$ cat config.mk
export PLATFORM = sky130hd
export DESIGN_NAME = decoder_scan
export DESIGN_NICKNAME = d
export VERILOG_FILES = /design/src/rtl/decoder_scan.sv
export SDC_FILE = /design/constraint.sdc
export NUM_CORES = 1
export LEC_CHECK = 0
export ABC_AREA = 0
export BUFFER_PORTS_ARGS = -buffer_cell sky130_fd_sc_hd__buf_2
export CAP_MARGIN = 20
export CORE_MARGIN = 8
export CORE_UTILIZATION = 47
export CTS_BUF_LIST = sky130_fd_sc_hd__clkbuf_4 sky130_fd_sc_hd__clkbuf_8
export CTS_CLUSTER_DIAMETER = 200
export DETAILED_ROUTE_END_ITERATION = 6
export PLACE_DENSITY_LB_ADDON = 0.15
export SKIP_CTS_REPAIR_TIMING = 1
export SYNTH_ARGS = -nofsm -noshare
export SYNTH_HDL_FRONTEND = slang
export SYNTH_SLANG_ARGS = --single-unit
$ cat constraint.sdc
create_clock -name clk -period 1.5 [get_ports clk]
set_clock_uncertainty 0.2 [all_clocks]
set_input_delay 0.075 -clock clk [delete_from_list [all_inputs] [get_ports clk]]
set_output_delay 0.075 -clock clk [all_outputs]
set_load 0.02 [all_outputs]
$ cat src/rtl/decoder_scan.sv
// decoder_scan: registered one-hot (or one-cold) decoder with a direct-select
// mode and an auto-scan mode that dwells DWELL cycles on each index.
module decoder_scan #(
   parameter int SEL_W      = 3,
   parameter int DWELL      = 4,
   parameter int ACTIVE_LOW = 0
) (
   input  logic                  clk,
   input  logic                  rst_n,
   input  logic                  en,
   input  logic                  mode,
   input  logic [SEL_W-1:0]      sel,
   output logic [2**SEL_W-1:0]   out,
   output logic [SEL_W-1:0]      idx,
   output logic                  wrap
);

   localparam int N     = 2**SEL_W;
   localparam int CNT_W = $clog2(DWELL + 1);
   // Terminal dwell count; reaching it advances the scan index.
   localparam logic [CNT_W-1:0] LAST     = CNT_W'(DWELL - 1);
   localparam logic [N-1:0]     INACTIVE = {N{(ACTIVE_LOW != 0)}};

   typedef enum logic [1:0] {
      IDLE   = 2'd0,
      DIRECT = 2'd1,
      SCAN   = 2'd2
   } state_t;

   state_t            state, state_nx;
   logic [SEL_W-1:0]  idx_nx;
   logic [CNT_W-1:0]  cnt, cnt_nx;
   logic              wrap_nx;
   logic [N-1:0]      out_nx;

   // One-hot decode of an index, inverted for one-cold outputs.
   function automatic logic [N-1:0] decode(input logic [SEL_W-1:0] i);
      logic [N-1:0] r;
      r    = '0;
      r[i] = 1'b1;
      if (ACTIVE_LOW != 0) r = ~r;
      return r;
   endfunction

   // Next-state, index, dwell counter and wrap pulse; out follows the next index.
   always_comb begin
      state_nx = state;
      idx_nx   = idx;
      cnt_nx   = '0;
      wrap_nx  = 1'b0;
      if (!en) begin
         state_nx = IDLE;
      end else if (!mode) begin
         state_nx = DIRECT;
         idx_nx   = sel;
      end else if (state != SCAN) begin
         // Scan entry (from IDLE or DIRECT) always restarts from sel.
         state_nx = SCAN;
         idx_nx   = sel;
      end else if (cnt == LAST) begin
         idx_nx  = idx + 1'b1;
         wrap_nx = (idx == '1);
      end else begin
         cnt_nx = cnt + 1'b1;
      end
      out_nx = (state_nx == IDLE) ? INACTIVE : decode(idx_nx);
   end

   // State and output registers; reset clears all scan progress immediately.
   always_ff @(posedge clk or negedge rst_n) begin
      if (!rst_n) begin
         state <= IDLE;
         idx   <= '0;
         cnt   <= '0;
         wrap  <= 1'b0;
         out   <= INACTIVE;
      end else begin
         state <= state_nx;
         idx   <= idx_nx;
         cnt   <= cnt_nx;
         wrap  <= wrap_nx;
         out   <= out_nx;
      end
   end

endmodule

==> results.json <==
{
  "outcome": "finished, violations left",
  "violations": "negative setup slack",
  "fin_tns_setup_ns": -1.739,
  "rows": 14,
  "synthToLayoutAreaGrowth_pct": 47.68,
  "avgSynthCellArea_sq_um": 11.96,
  "yosysWarnings": 0,
  "rsz0062_at_grt": "true",
  "wl_mm": 1.788,
  "cts_tree": "yes",
  "grt.total_usage_pct": 11.09,
  "clkSlewWorstSetupHoldPaths_ns": 0.10,
  "r2r_slack_ns": -0.23,
  "multi_input_area_sq_um": 357.8,
  "postPlaceCellArea_sq_um": 923.4,
  "die_x_microns": 55.40,
  "wire_per_inst_microns": 15.96,
  "min_period_over_period_pct": 115.7,
  "die-area_sq_mm": 0.003069,
  "start_kind": "flip-flop",
  "crit_required_ns": 1.52,
  "setup_slack_ns": -0.2348,
  "utilization_pct": 72.35,
  "grt_start_max_net_pins": 18,
  "critPathArrivalTime_ns": 1.75,
  "drtIter0Drc": 24,
  "path_max_fanout": 3,
  "core-area_sq_mm": 0.001489,
  "powerDensity_mw_per_mm2": 909.1,
  "stdcell_area_sq_mm": 0.001077,
  "p_leak_nw": 0.5376,
  "setup-violations-final": 11,
  "drc": 0,
  "io_pins": 19,
  "critical_path_class": "reg2reg",
  "r2r_end": "out[5]",
  "syn_nets": 71,
  "vdd_drop_max_mv": 0.5421,
  "seq_area_frac_synth_pct": 58.32,
  "route.vias.total": 624,
  "via_per_inst": 5.571,
  "critPathLaunch": "idx[1]",
  "synth.distinct_cells": 25,
  "regToRegStartpoint": "idx[1]",
  "slew_viol_final": 0,
  "htree_levels": 1,
  "grt_pass1_wl_mm": 2.753,
  "start_util_pct": 48.99,
  "timing.fmax_mhz": 576.4,
  "ys_ff_latch": 17,
  "seq_area_sq_um": 427.9,
  "tightest_slew_ns": 0.3598,
  "dp_slack_ns": -0.2148,
  "numCtsBuffers": 3,
  "maxCapViolCount": 0,
  "min_period_ns": 1.735,
  "syn_area_sq_um": 729.5,
  "drive_above_1_share_pct": 56.25,
  "insertion_delay_ns": 0.29,
  "cts_num_sinks": 17,
  "hold_viol_final": 0,
  "netlist_instances": 61,
  "globalplace.congestion": 0.7763,
  "hpwl_mm": 1.255,
  "drtPass1Iterations": 4,
  "clock_path_buffers": 2,
  "grt_overflow": 0,
  "worst_slew_margin_rel_pct": 76.01,
  "hp-class": "in2async",
  "port_buffers": 18,
  "fillerInstances": 107,
  "grt_pass1_vias": 573,
  "cts_root_buf": "clkbuf_4",
  "antenna_found_initial": 0,
  "endpoint_kind": "flip-flop",
  "postRouteAntennaNets": 0,
  "fp.dieH_microns": 55.40,
  "nNetsFinal": 107,
  "insertedDiodeCount": 0,
  "reg2reg_depth": 6
}
## final cells by class
| cell class | instances | area share [%] |
|---|---|---|
| multi-input combinational | 39 | 33.22 |
| tap | 16 | 1.858 |
| inverter | 4 | 2.091 |
| sequential | 17 | 39.72 |
| clock inverter | 1 | 0.4646 |
| timing repair buffer | 32 | 20.56 |
| clock buffer | 3 | 2.091 |
## worst max-delay path by stage
stage / to / cells past startpoint / slack [ns]
after floorplan: out[1] / 6 / -0.11
after global placement: out[0] / 6 / -0.16
after detailed placement: out[7] / 5 / -0.21
after CTS: out[7] / 5 / -0.26
after global routing: out[5] / 6 / -0.28
final: out[5] / 6 / -0.23
## power breakdown
group	switching (mW)	internal [mW]
registers	0.0157	0.481
logic	0.125	0.110
clock network	0.148	0.0992
## kinds of logic (layout without fill, tap and decap cells)
family                   Yosys count  count (layout)  share of synthesized area [%]
XOR/XNOR                           1               1                          1.201
adder cells (fa/ha/maj)            3               3                          5.146
AND/OR/NAND/NOR                   32              32                          28.30
buffers and inverters              5              40                          3.945
AO/OA/AOI/OAI                      3               3                          3.087
flip-flops                        17              17                          58.32
## metrics by stage
step	cells	power [mW]	hold WS, ns
2_1_floorplan	61	0.6089	-0.4206
3_3_place_gp	101	0.6845	-0.1960
3_5_place_dp	101	0.6888	-0.1876
4_1_cts	105	0.9315	-0.5097
5_1_grt	112	1.032	0.01147
6_report	112	0.9794	0.01122
## cell usage after synthesis, drive strengths merged
library cell / number / area [sq um]
dfrtp: 17 / 425.4
nor3: 9 / 45.04
inv: 4 / 17.52
nand3: 4 / 20.02
ha: 3 / 37.54
nand2: 3 / 11.26
and2: 2 / 12.51
and3b: 2 / 18.77
and4: 2 / 22.52
nand3b: 2 / 15.01
nand4: 2 / 18.77
nor2: 2 / 7.510
a211o: 1 / 10.01
and3: 1 / 6.260
buf: 1 / 11.26
nor2b: 1 / 13.76
nor3b: 1 / 7.510
o211ai: 1 / 7.510
o21ai: 1 / 5.000
or2b: 1 / 7.510
xnor2: 1 / 8.760
## worst max-delay path, cell delays in order, from the launching register on
cell and delay, ns:
dfrtp_2 0.45, ha_4 0.17, ha_4 0.25, nand4_1 0.07
and4_4 0.23, buf_12 0.13, nor3_2 0.16
## state kept, by name, indices dropped and copies added, names as in the netlist
signal and count:
out 8, cnt 3, idx 3, state 2
wrap 1
## metal layers
metal | share of wire [%] | track usage (%)
met3 | 5.6 | 4.110
met4 | 1.1 | 5.282
met1 | 45 | 13.45
met2 | 49 | 16.83
met5 | 0 | 0
## placed cells by master (no fill, tap or decap), types with 3 or more instances in the layout
cell,Yosys,final
buf_2,0,18
nand2_1,3,3
nor3_2,0,8
dfrtp_1,17,15
clkbuf_4,0,3
buf_4,0,8
dlygate4sd3_1,0,4
nand3_1,4,4
Note: power is estimated with default switching activity, not from simulation.
